File: src/rtl/fetch_queue.sv
// ---------------------------------------------------------------------------
// fetch_queue
//
// Fetch stage for the AAP pipeline. Owns the program counter, issues one
// word-addressed request per cycle to instruction memory (fixed latency of
// one cycle), buffers the returned 16-bit words in a DEPTH-entry prefetch
// queue and presents the two oldest words to decode as a 32-bit window.
// Supports relative/absolute redirects, flush with replay from the oldest
// unconsumed PC, and decode back-pressure through out_consume.
//
// Ports
//   clock            rising-edge clock
//   reset            synchronous, active-high reset
//   imem_addr        fetch address (the PC register)
//   imem_req         fetch request this cycle
//   imem_data        word returned for the request issued last cycle
//   redirect_en      branch/jump taken this cycle
//   redirect_abs     1: absolute target, 0: base + sign-extended offset
//   redirect_base    PC of the branch instruction
//   redirect_offset  signed relative offset
//   redirect_target  absolute target
//   flush            discard queue and in-flight word, replay oldest PC
//   out_insn         {oldest, second-oldest} word, NOP in absent slots
//   out_pc           PC of the oldest word (holds when queue is empty)
//   out_avail        words valid in the window, min(count, 2)
//   out_consume      words decode takes this cycle (0..out_avail)
// ---------------------------------------------------------------------------
module fetch_queue #(
    parameter int                ADDR_W   = 20,
    parameter int                INSN_W   = 16,
    parameter int                DEPTH    = 4,
    parameter int                OFFSET_W = 9,
    parameter logic [ADDR_W-1:0] RESET_PC = '0,
    parameter logic [INSN_W-1:0] NOP      = 'h1
) (
    input  logic                clock,
    input  logic                reset,
    output logic [ADDR_W-1:0]   imem_addr,
    output logic                imem_req,
    input  logic [INSN_W-1:0]   imem_data,
    input  logic                redirect_en,
    input  logic                redirect_abs,
    input  logic [ADDR_W-1:0]   redirect_base,
    input  logic [OFFSET_W-1:0] redirect_offset,
    input  logic [ADDR_W-1:0]   redirect_target,
    input  logic                flush,
    output logic [2*INSN_W-1:0] out_insn,
    output logic [ADDR_W-1:0]   out_pc,
    output logic [1:0]          out_avail,
    input  logic [1:0]          out_consume
);

    localparam int PTR_W = $clog2(DEPTH);
    localparam int CNT_W = PTR_W + 1;
    localparam logic [CNT_W:0] DEPTH_C = (CNT_W + 1)'(DEPTH);

    // -----------------------------------------------------------------------
    // State
    // -----------------------------------------------------------------------
    logic [ADDR_W-1:0] pc_q,   pc_d;
    logic [PTR_W-1:0]  head_q, head_d;
    logic [CNT_W-1:0]  count_q, count_d;
    logic              epoch_q, epoch_d;
    logic              infl_valid_q;
    logic              infl_epoch_q;
    logic [ADDR_W-1:0] infl_pc_q;
    logic [ADDR_W-1:0] held_pc_q;

    logic [INSN_W-1:0] word_mem [DEPTH];
    logic [ADDR_W-1:0] pc_mem   [DEPTH];

    // -----------------------------------------------------------------------
    // Combinational control
    // -----------------------------------------------------------------------
    logic              steer;          // redirect or flush this cycle
    logic [1:0]        consume_eff;
    logic [CNT_W:0]    occupancy;      // entries held after this cycle's consume
    logic              write_en;
    logic [PTR_W-1:0]  tail;
    logic [PTR_W-1:0]  head_next1;
    logic [ADDR_W-1:0] rel_target;
    logic [ADDR_W-1:0] redirect_pc;
    logic [ADDR_W-1:0] replay_pc;

    assign steer       = redirect_en | flush;
    // Decode's consume is meaningless once the queue is being thrown away.
    assign consume_eff = steer ? 2'd0 : out_consume;

    assign occupancy = {1'b0, count_q}
                     - {{(CNT_W - 1){1'b0}}, consume_eff}
                     + {{CNT_W{1'b0}}, infl_valid_q};

    assign imem_req  = !reset && !steer && (occupancy < DEPTH_C);
    assign imem_addr = pc_q;

    // A response is kept only if it belongs to the current epoch and the
    // queue is not being discarded at this same edge.
    assign write_en = infl_valid_q && (infl_epoch_q == epoch_q) && !steer;

    // count never equals DEPTH when a write lands, so the low bits suffice.
    assign tail       = head_q + count_q[PTR_W-1:0];
    assign head_next1 = head_q + PTR_W'(1);

    assign rel_target = redirect_base
                      + {{(ADDR_W - OFFSET_W){redirect_offset[OFFSET_W-1]}}, redirect_offset};
    assign redirect_pc = redirect_abs ? redirect_target : rel_target;

    // Replay source: oldest buffered word, else the outstanding request,
    // else nothing was fetched past the PC so it stays where it is.
    always_comb begin
        if (count_q != '0) begin
            replay_pc = pc_mem[head_q];
        end else if (infl_valid_q) begin
            replay_pc = infl_pc_q;
        end else begin
            replay_pc = pc_q;
        end
    end

    // NOTE: every output of a combinational block gets a default first, so
    // no path through the if/else can leave a value held (no latch).
    always_comb begin
        pc_d    = pc_q;
        head_d  = head_q;
        count_d = count_q;
        epoch_d = epoch_q;

        if (redirect_en) begin
            pc_d    = redirect_pc;
            count_d = '0;
            epoch_d = ~epoch_q;
        end else if (flush) begin
            pc_d    = replay_pc;
            count_d = '0;
            epoch_d = ~epoch_q;
        end else begin
            head_d  = head_q + PTR_W'(consume_eff);
            count_d = count_q + CNT_W'(write_en) - CNT_W'(consume_eff);
            if (imem_req) begin
                pc_d = pc_q + ADDR_W'(1);
            end
        end
    end

    // -----------------------------------------------------------------------
    // Sequential state
    // -----------------------------------------------------------------------
    // NOTE: sequential state uses non-blocking assignments so every register
    // samples the values from before the edge, independent of statement order.
    always_ff @(posedge clock) begin
        if (reset) begin
            pc_q         <= RESET_PC;
            head_q       <= '0;
            count_q      <= '0;
            epoch_q      <= 1'b0;
            infl_valid_q <= 1'b0;
            infl_epoch_q <= 1'b0;
            infl_pc_q    <= '0;
            held_pc_q    <= '0;
        end else begin
            pc_q         <= pc_d;
            head_q       <= head_d;
            count_q      <= count_d;
            epoch_q      <= epoch_d;
            infl_valid_q <= imem_req;
            held_pc_q    <= out_pc;
            if (imem_req) begin
                infl_pc_q    <= pc_q;
                infl_epoch_q <= epoch_q;
            end
        end
    end

    // NOTE: the queue storage has no reset; entries are only read when count
    // says they are valid, so clearing them would cost logic for nothing.
    always_ff @(posedge clock) begin
        if (!reset && write_en) begin
            word_mem[tail] <= imem_data;
            pc_mem[tail]   <= infl_pc_q;
        end
    end

    // -----------------------------------------------------------------------
    // Decode window
    // -----------------------------------------------------------------------
    always_comb begin
        out_avail = 2'd0;
        out_insn  = {NOP, NOP};
        out_pc    = held_pc_q;

        if (count_q >= CNT_W'(2)) begin
            out_avail = 2'd2;
        end else begin
            out_avail = count_q[1:0];
        end

        if (count_q != '0) begin
            out_insn[2*INSN_W-1:INSN_W] = word_mem[head_q];
            out_pc                      = pc_mem[head_q];
        end
        if (count_q >= CNT_W'(2)) begin
            out_insn[INSN_W-1:0] = word_mem[head_next1];
        end
    end

endmodule

File: config.mk
export PLATFORM = sky130hd
export DESIGN_NAME = fetch_queue
export DESIGN_NICKNAME = d
export VERILOG_FILES = /design/src/rtl/fetch_queue.sv
export SDC_FILE = /design/constraint.sdc
export NUM_CORES = 1
export LEC_CHECK = 0
export BUFFER_PORTS_ARGS = -buffer_cell sky130_fd_sc_hd__buf_2
export CAP_MARGIN = 30
export CORE_MARGIN = 5
export CORE_UTILIZATION = 58
export DETAILED_ROUTE_END_ITERATION = 6
export PLACE_DENSITY = 0.87
export SLEW_MARGIN = 5
export SYNTH_ARGS = -nofsm -noshare
export SYNTH_HDL_FRONTEND = slang
export SYNTH_SLANG_ARGS = --single-unit
File: constraint.sdc
create_clock -name clock -period 6.11 [get_ports clock]
set_input_delay 0.3055 -clock clock [delete_from_list [all_inputs] [get_ports clock]]
set_output_delay 0.3055 -clock clock [all_outputs]
set_load 0.02 [all_outputs]
==> summary.md, run 1 <==
| Metric | Value |
|---|---|
| Final count of hold timing violations | 0 |
| Hold crit path type | input port to register |
| Power Density | 268 mW/mm2 |
| Post-layout util | 0.682 |
| DR vias | 7780 |
| GP Congestion | 0.971 |
| Setup Total Neg Slack | 0 ps |
| CP max stage delay | 630 ps |
| Seq/Total Area, Yosys | 0.539 |
| Clk buf depth | 3 |
| Die height | 145 um |
| Sequential Area | 0.00573 mm2 |
| CTS clk-pin slew, worst paths | 60 ps |
| Crit path buffers/inverters | 4 |
| GR Util met1 | 0.333 |
| Number of global-route vias before repair | 7535 |
| Setup Crit Path Kind | input port to primary output |
| Worst Path Required | 5800 ps |
| Core area | 0.0180 mm2 |
| CP top delay family | simple AND/OR/NAND/NOR gates |
| Number of cells on the critical path | 13 |
| Clock Sinks | 214 |
| First-pass GRT wire length | 41100 um |
| Initial Util | 0.590 |
| Crit. End Element | primary output |
| Post-CTS Resized | 0 |
| Hpwl dp | 17500 um |
| Post-synth EDFFs | 144 |
| Row count | 49 |
| Routed WL | 25800 um |
| Syn Inst Count | 894 |
| Critical Path, Cell by Cell | buf_2, nor2_1, nand2_1, ha_1, ha_1, nand3b_1, mux2i_1, o211a_1, nor2_2, or3_1, inv_1, buf_4, buf_2 |
| # DRC | 0 |
| Post-DR vias/cell | 6.16 |
| Post-route minimum period | 4390 ps |
| Worst skew pair latency | 490 ps |
| Crit-path max FO | 35 |
| CTS root buf | clkbuf_16 |
| CTS tree | yes |
| Crit path DAT | 4080 ps |
| Detail Route Antenna Nets | 0 |
| Synth-to-Final Area Change | 15.7% |
| # diodes | 0 |
| Worst-Margin Slew | 881 ps |
| Synth warnings | 0 |
| Outcome | completed |
| Post-synthesis cell type count | 60 |
| Commonest non-fill, non-tap cell in the layout | buf_2 |
| VDD IR max | 221 uV |
| Grt peak-use layer | met2 |
| GRT overflow | 0 |
| Final period util | 0.718 |
| Initial antenna violation count | 1 |
| Ys flop type | edfxtp_1 |
| Mean Syn Cell Area | 11.9 um2 |
| Layout Skew | 6.74 ps |
| Overall Power | 3.29 mW |
| Syn_nets | 993 |
| Leak | 4.71 nW |
| Fill count | 1257 |
| Async SR Flop Fraction | 0 |
| # Max-Cap Violations | 0 |
| Fin. max-slew vios | 0 |
| Die ar. | 0.0211 mm2 |
| Layout cells sized above 1 | 0.252 |
| Multi-input logic area | 0.00462 mm2 |
| Gr usage total | 0.239 |
| Final #Nets | 1120 |
| Met3 global-route usage | 0.0498 |
| PortBufs | 146 |
| Worst Reg-to-Reg Cells | 11 |
| Number of I/O pins | 147 |
| Final setup viols | 0 |
| Cell Area, Synth | 0.0106 mm2 |
| Initial drt markers | 855 |
| Setup Buffers After CTS | 0 |
| CTS Buf Count | 20 |
| Design Area, Final | 0.0123 mm2 |
| Hold Path Depth | 1 |
| CP max stage cell | or3_1 |
| Most frequent cells in the layout | buf_2 (146), edfxtp_1 (144), nand2_1 (95) |
| Max Clk Rate | 228 MHz |
| Worst slew margin | 0.411 |
| Met2 Usage GRT | 0.389 |
| #FFs+latches synth | 214 |
| # hold bufs at CTS | 0 |
| Startpoint types | input port |
| Drt first pass iters | 5 |
| DR WL/cell | 20.4 um |
| Placed Instance Area | 0.0116 mm2 |
| Die Span X | 145 um |
| Clock H-tree levels | 1 |
| Largest net degree at the start of global routing | 51 |
| Unrepaired setup endpoints after global routing | no |
## area by class of cell
cell class                 count  area share
sequential                   214       0.466
multi-input combinational    602       0.376
timing repair buffer         161      0.0728
clock buffer                  25      0.0448
tap                          229      0.0233
clock inverter                11      0.0106
inverter                      22     0.00672
## power breakdown
group,internal [mW],switching [mW],leakage [nW]
Clock,0.767,0.517,0.335
Combinational,0.167,0.243,2.40
Sequential,1.56,0.0345,1.97
## Yosys cell counts, drive strengths merged, types with 8 or more instances
master / count / area share
a21oi: 71 / 0.033
xor2: 10 / 0.0082
o21ai: 31 / 0.015
a211oi: 15 / 0.011
nor3: 26 / 0.012
nand3: 13 / 0.0061
edfxtp: 144 / 0.41
nand2: 95 / 0.034
mux2i: 9 / 0.0085
ha: 25 / 0.029
and2: 24 / 0.014
xnor2: 21 / 0.017
inv: 22 / 0.0078
nor2b: 53 / 0.031
clkbuf: 43 / 0.015
nand4: 8 / 0.0047
nor2: 40 / 0.014
mux4: 52 / 0.11
a21o: 24 / 0.017
buf: 13 / 0.0062
dfxtp: 70 / 0.13
o211ai: 10 / 0.0071
## final timing paths
kind	endpoint	from	slack, ps
hold / removal	word_mem[1][14]$_DFFE_PP_	imem_data[14]	30
setup reg to reg	infl_pc_q[2]$_SDFFE_PP0P_	count_q[1]$_SDFF_PP0_	2800
setup / recovery	imem_req	redirect_en	1720
hold reg to reg	infl_epoch_q$_SDFFE_PP0P_	infl_epoch_q$_SDFFE_PP0P_	480
## routing by layer
metal | share of wire | vias up
li1 | - | 3608
met1 | 0.41 | 3726
met2 | 0.48 | 397
met3 | 0.088 | 47
met4 | 0.022 | 2
met5 | 0.00027 | -
## flip-flops by register name, summed over array words and instances, names as in the netlist, named ones only
register / flops
head_q: 2
infl_pc_q: 20
held_pc_q: 20
word_mem: 64
infl_valid_q: 1
count_q: 3
imem_addr: 20
epoch_q: 1
infl_epoch_q: 1
pc_mem: 80
## metrics by stage
stage                     hold WS (ps)  cells  setup slack [ps]
after global placement             461   1224              1970
after CTS                         16.7   1263              1740
after floorplan                    404    894               976
final                             30.0   1264              1720
after detailed placement           478   1227              1780
after global routing              22.2   1264              1380
## cell families after synthesis
kind of cell,Yosys count,synth area share
flip-flops,214,0.539
XOR/XNOR,31,0.0256
multiplexers,63,0.121
AO/OA/AOI/OAI,191,0.116
AND/OR/NAND/NOR,290,0.137
buffers and inverters,78,0.0292
adder cells (fa/ha/maj),27,0.0332
Power figures use the tool's default switching activity.
==> run 2, diff against run 1 <==
ABC_AREA = 1   (was default)
CORE_UTILIZATION = 53   (was 58)
PLACE_DENSITY = 0.84   (was 0.87)
clock period = 3.9 ns   (was 6.11 ns; I/O delays follow)
==> run 2 against run 1 <==
Register-to-register slack got worse by 1500 ps. Combinational power increased by 90%. Worst setup slack got worse by 960 ps. Core utilization decreased by 5.9 points. Cell count increased by 46%. Total power increased by 62%. Die area increased by 15%. Critical path type is now register to primary output. Largest power group unchanged. Highest routed layer is now met4.
==> summary.md, run 2 <==
| Metric | Value |
|---|---|
| Outcome | completed |
| Hold crit path type | input port to register |
| Power share of the combinational group | 0.146 |
| Clk buf depth | 3 |
| GR Util met1 | 0.308 |
| Setup Total Neg Slack | 0 ps |
| Crit path DAT | 2940 ps |
| Number of global-route vias before repair | 9995 |
| Overall Power | 5.33 mW |
| Most common cell on crit path | nand2_1 |
| Reg2reg start | count_q[1]$_SDFF_PP0_ |
| # DRC | 0 |
| DR vias | 10.3k |
| Count leader, synth | nand2_1 |
| Seq pwr share | 0.473 |
| Main combinational cell family by area after synthesis | simple AND/OR/NAND/NOR gates |
| Clock Sinks | 214 |
| Synth top area share | 0.385 |
| Crit path buffers/inverters | 3 |
| # Max-Cap Violations | 0 |
| Number of flip-flops in the largest register | 80 |
| PortBufs | 146 |
| Sw frac | 0.263 |
| Met2 Usage GRT | 0.409 |
| Clock Power Share | 0.381 |
| Placed Instance Area | 0.0122 mm2 |
| Internal | 3.93 mW |
| Final count of hold timing violations | 0 |
| Worst Path Required | 3700 ps |
| Synth cell count leaders | nand2_1 (373), nor2_1 (204), edfxtp_1 (144), inv_1 (126), o21ai_0 (126) |
| Max Clk Rate | 319 MHz |
| Hpwl dp | 20500 um |
| Post-route minimum period | 3140 ps |
| Initial drt markers | 1101 |
| Gr usage total | 0.243 |
| Routed WL | 30200 um |
| Cell Area, Synth | 0.0112 mm2 |
| Sw Pwr | 1.40 mW |
| Row count | 53 |
| Detail Route Antenna Nets | 0 |
| Initial antenna violation count | 0 |
| DR WL/cell | 16.4 um |
| Worst skew pair latency | 510 ps |
| Leak | 5.73 nW |
| Syn_nets | 1511 |
| Fin. max-slew vios | 0 |
| Simple-Gate Fraction of Synth Area | 0.248 |
| Compound-Gate Fraction of Synth Area | 0.129 |
| Drt first pass iters | 5 |
| Design Area, Final | 0.0131 mm2 |
| CP top delay family | buffers and inverters |
| Ys flop type | edfxtp_1 |
| CP max stage cell | inv_1 |
| Setup Crit Path Kind | register to primary output |
| Adder-cell share of the synthesized area | 0.0314 |
| Worst slew margin | 0.385 |
| Final setup viols | 0 |
| GP Congestion | 0.976 |
| CP max stage delay | 560 ps |
| #FFs+latches synth | 214 |
| Commonest non-fill, non-tap cell in the layout | nand2_1 |
| Hold_sp | redirect_target[18] |
| Layout cells sized above 1 | 0.138 |
| Number of I/O pins | 147 |
| Unrepaired setup endpoints after global routing | no |
| CTS Buf Count | 21 |
| Crit. End Element | primary output |
| Ranking of synthesized cells by area | edfxtp_1 (38%), dfxtp_1 (12%), nand2_1 (12%), nor2_1 (6.8%), o21ai_0 (5.6%) |
| Die ar. | 0.0242 mm2 |
| Mux cell area share after synthesis | 0 |
| # diodes | 0 |
| CTS tree | yes |
| First-pass GRT wire length | 48200 um |
| Post-synthesis xor/xnor area fraction | 0.0125 |
| Clock H-tree levels | 1 |
| Startpoint types | register |
| Die height | 156 um |
| GRT overflow | 0 |
| Most frequent cells in the layout | nand2_1 (373), nor2_1 (203), buf_2 (146) |
| Synth warnings | 0 |
| Async SR Flop Fraction | 0 |
| Top reg by flops | pc_mem |
| Critical Path, Cell by Cell | ha_1, ha_1, nand2_1, inv_1, nand3_1, nand2_1, nand2_1, nand2_2, nand3_4, inv_1, buf_2 |
| Post-DR vias/cell | 5.58 |
| Area leader, netlist | edfxtp_1 |
| CTS root buf | clkbuf_16 |
| Post-layout util | 0.623 |
| Biggest regs | pc_mem: 80 flops, word_mem: 64 flops |
| VDD IR max | 200 uV |
| Grt peak-use layer | met2 |
| Seq/Total Area, Yosys | 0.509 |
| Met3 global-route usage | 0.0441 |
| Die Span X | 156 um |
| Synth-to-Final Area Change | 16.2% |
| Crit path from | count_q[1]$_SDFF_PP0_ |
| Layout Skew | 28.7 ps |
| Mean Syn Cell Area | 7.96 um2 |
| CTS clk-pin slew, worst paths | 60 ps |
| Final #Nets | 1651 |
| Power Density | 408 mW/mm2 |
| Syn Inst Count | 1412 |
| Initial Util | 0.536 |
| Crit-path max FO | 23 |
| Final period util | 0.805 |
| Post-synth EDFFs | 144 |
| Core area | 0.0210 mm2 |
| Post-synthesis cell type count | 36 |
| Worst-Margin Slew | 921 ps |
| Largest net degree at the start of global routing | 89 |
run 2: cell types whose count changed after synthesis, sizes merged, moves of 28 or more:
cell	before	now
a21oi	71	99
o21ai	31	127
nor2b	53	0
nor2	40	207
nand3	13	82
nand2	95	377
inv	22	128
mux4	52	0
run 2: kinds of logic (layout without fill, tap and decap cells):
kind of cell / count (synthesis) / count (layout)
buf+inv: 195 / 350
simple gates: 689 / 689
flops: 214 / 214
compound gates: 271 / 271
xor+xnor: 16 / 16
fa+ha+maj: 27 / 27
run 2: layer usage:
metal  routed length [um]  vias up  part of all wire
met4                 1010        0             0.033
met1                11900     4703              0.39
met3                 2780      103             0.092
met5                    0        -                 0
met2                14500      518              0.48
li1                     -     4960                 -
run 2: what timing repair did:
action | CTS | global route
endpoints found under the hold margin | 64 | 0
buffers inserted | 0 | 0
setup endpoints to repair | 0 | 0
resized for setup | 0 | 0
hold buffers | 16 | 0
run 2: power by group through the flow:
stage	clock (mW)	combinational (mW)	sequential, mW
detailed placement	0	0.752	2.57
global route	2.16	0.873	2.52
global placement	0	0.736	2.56
CTS	2.04	0.770	2.52
finish	2.03	0.779	2.52
floorplan	0	0.507	2.57
run 2: final timing paths:
kind	endpoint	slack, ps	cells past startpoint
max	imem_req	760	11
max reg2reg	imem_addr[0]$_SDFFE_PP0P_	1290	10
min reg2reg	held_pc_q[18]$_SDFF_PP0_	470	2
min	imem_addr[18]$_SDFFE_PP0P_	130	5
run 2: worst reg2reg max path, stage by stage (launching register included):
cell and delay (ps):
dfxtp_1 430, nor2_4 40, buf_4 200, inv_2 120
nor2_4 40, inv_2 460, nor2_1 160, nand2_1 500
nand2_4 290, nand2_1 140, a21oi_1 70
run 2: per-stage QoR:
stage	setup slack, ps	instances	hold slack [ps]
final	761	1842	130
after global routing	578	1842	172
after CTS	774	1842	117
after detailed placement	1030	1788	413
after global placement	1020	1788	409
after floorplan	-177	1412	294
run 2: final cells by class:
| type | count | area (um2) |
|---|---|---|
| tap | 275 | 344 |
| clock inverter | 7 | 95.1 |
| sequential | 214 | 5730 |
| clock buffer | 31 | 603 |
| multi-input combinational | 1003 | 4760 |
| timing repair buffer | 182 | 1040 |
| inverter | 130 | 488 |
| fill | 1734 | 7900 |
==> run 3, diff against run 2 <==
ABC_AREA = 0   (was 1)
CORE_UTILIZATION = 58   (was 53)
PLACE_DENSITY = 0.87   (was 0.84)
clock period = 3 ns   (was 3.9 ns; I/O delays follow)
==> run 3 against run 2 <==
Critical path type unchanged. Sequential power increased by 29%. Largest power group unchanged. Core utilization increased by 7.5 points. Clock skew decreased by 17 ps. Sequential share of layout area increased by 1.7 points. Critical path depth unchanged. First-iteration DRC count decreased by 16%. Highest routed layer unchanged. Non-clock buffer count increased by 12. Clock-buffer cell count decreased by 1.
==> summary.md, run 3 (synthesis results as in run 1) <==
| Metric | Value |
|---|---|
| Multi-input logic area | 0.00466 mm2 |
| Commonest non-fill, non-tap cell in the layout | buf_2 |
| Setup Crit Path Kind | register to primary output |
| Setup Total Neg Slack | 0 ps |
| VDD IR max | 557 uV |
| Met2 Usage GRT | 0.393 |
| Core area | 0.0180 mm2 |
| Synth-to-Final Area Change | 18.4% |
| Top reg by flops | pc_mem |
| Worst-Margin Slew | 803 ps |
| Crit path DAT | 2770 ps |
| Crit path buffers/inverters | 4 |
| CP top delay family | adder cells |
| Layout Skew | 11.3 ps |
| Most frequent cells in the layout | buf_2 (145), edfxtp_1 (144), nand2_1 (95) |
| Critical Path, Cell by Cell | ha_1, ha_4, nand3b_1, mux2i_2, buf_4, a2111oi_4, nor2_2, or3_4, inv_4, buf_12, buf_4 |
| # Max-Cap Violations | 0 |
| Fin. max-slew vios | 0 |
| Worst skew pair latency | 490 ps |
| Power Density | 523 mW/mm2 |
| Final setup viols | 0 |
| Number of global-route vias before repair | 7884 |
| Clock Sinks | 214 |
| CTS root buf | clkbuf_16 |
| Initial drt markers | 930 |
| Initial Util | 0.590 |
| Layout Cells excl Fill | 1298 |
| Post-Place Cells | 1241 |
| Sequential Area | 0.00573 mm2 |
| Drt first pass iters | 5 |
| Detail Route Antenna Nets | 0 |
| GRT overflow | 0 |
| Hpwl dp | 17900 um |
| Initial antenna violation count | 1 |
| Row count | 49 |
| GR Util met1 | 0.346 |
| CP max stage cell | or3_4 |
| Clk buf depth | 3 |
| Biggest regs | pc_mem: 80 flops, word_mem: 64 flops |
| CTS clk-pin slew, worst paths | 60 ps |
| Grt peak-use layer | met2 |
| Worst slew margin | 0.464 |
| Post-DR vias/cell | 6.24 |
| Final count of hold timing violations | 0 |
| Most common cell on crit path | buf_4 |
| Gr usage total | 0.245 |
| Die ar. | 0.0211 mm2 |
| Largest net degree at the start of global routing | 77 |
| Startpoint types | register |
| Clock H-tree levels | 1 |
| CP max stage delay | 360 ps |
| DR WL/cell | 21.0 um |
| First-pass GRT wire length | 42300 um |
| PortBufs | 146 |
| CTS tree | yes |
| DR vias | 8094 |
| Crit-path max FO | 11 |
| CTS Buf Count | 20 |
| Number of I/O pins | 147 |
| Die Span X | 145 um |
| Post-route minimum period | 2920 ps |
| Final #Nets | 1153 |
| Hold crit path type | input port to register |
| Outcome | completed |
| Max Clk Rate | 343 MHz |
| Routed WL | 27300 um |
| Number of flip-flops in the largest register | 80 |
| Worst Path Required | 2850 ps |
| Final period util | 0.973 |
| Die height | 145 um |
| # DRC | 0 |
| Crit. End Element | primary output |
| Fill count | 1225 |
| Leak | 4.83 nW |
| Met3 global-route usage | 0.0517 |
| GP Congestion | 0.942 |
| Layout cells sized above 1 | 0.260 |
[run 3: worst paths after layout]
| kind | startpoint | end | slack, ps | depth (start not counted) |
|---|---|---|---|---|
| hold reg to reg | infl_epoch_q$_SDFFE_PP0P_ | infl_epoch_q$_SDFFE_PP0P_ | 490 | 2 |
| hold / removal | redirect_target[18] | imem_addr[18]$_SDFFE_PP0P_ | 50 | 3 |
| setup / recovery | count_q[1]$_SDFF_PP0_ | imem_req | 80 | 11 |
| setup reg to reg | count_q[1]$_SDFF_PP0_ | imem_addr[6]$_SDFFE_PP0P_ | 350 | 10 |
[run 3: per-stage QoR]
stage	power, mW	util	instance area, um2	hold WS, ps	worst slack [ps]
floorplan	3.88	-	10700	249	85.6
global placement	4.14	0.649	11700	364	293
detailed placement	4.16	0.649	11700	366	210
CTS	6.57	0.693	12500	34.7	14.8
global route	6.81	0.698	12600	46.8	-32.3
finish	6.58	0.698	12600	50.2	80.7
[run 3: final cells by class]
cell class              count  area share
multi-input cells         602       0.371
diodes                      1    0.000199
clock inverters             6     0.00418
repair buffers            194      0.0947
flip-flops and latches    214       0.455
well taps                 229      0.0228
inverters                  22     0.00676
clock buffers              30      0.0453
[run 3: what timing repair did]
item	CTS	global route
endpoints found under the hold margin	64	1
hold buffers	16	1
endpoints found under the setup margin	1	1
setup buffers	0	1
gates cloned	0	1
pin swaps	0	2
resized for setup	4	6
[run 3: power by group]
part	internal [mW]	switching (mW)
combinational	0.377	0.507
sequential	3.18	0.0839
clock	1.40	1.04
total	4.95	1.63
[run 3: routing by layer]
layer | up-vias | routed length [um]
met5 | - | 0
met4 | 0 | 533
met3 | 49 | 2770
met2 | 496 | 13200
met1 | 3893 | 10900
li1 | 3656 | -
[run 3: worst min-delay path: stages]
cell and delay (ps):
buf_2 100, a21boi_0 150, a211oi_1 80
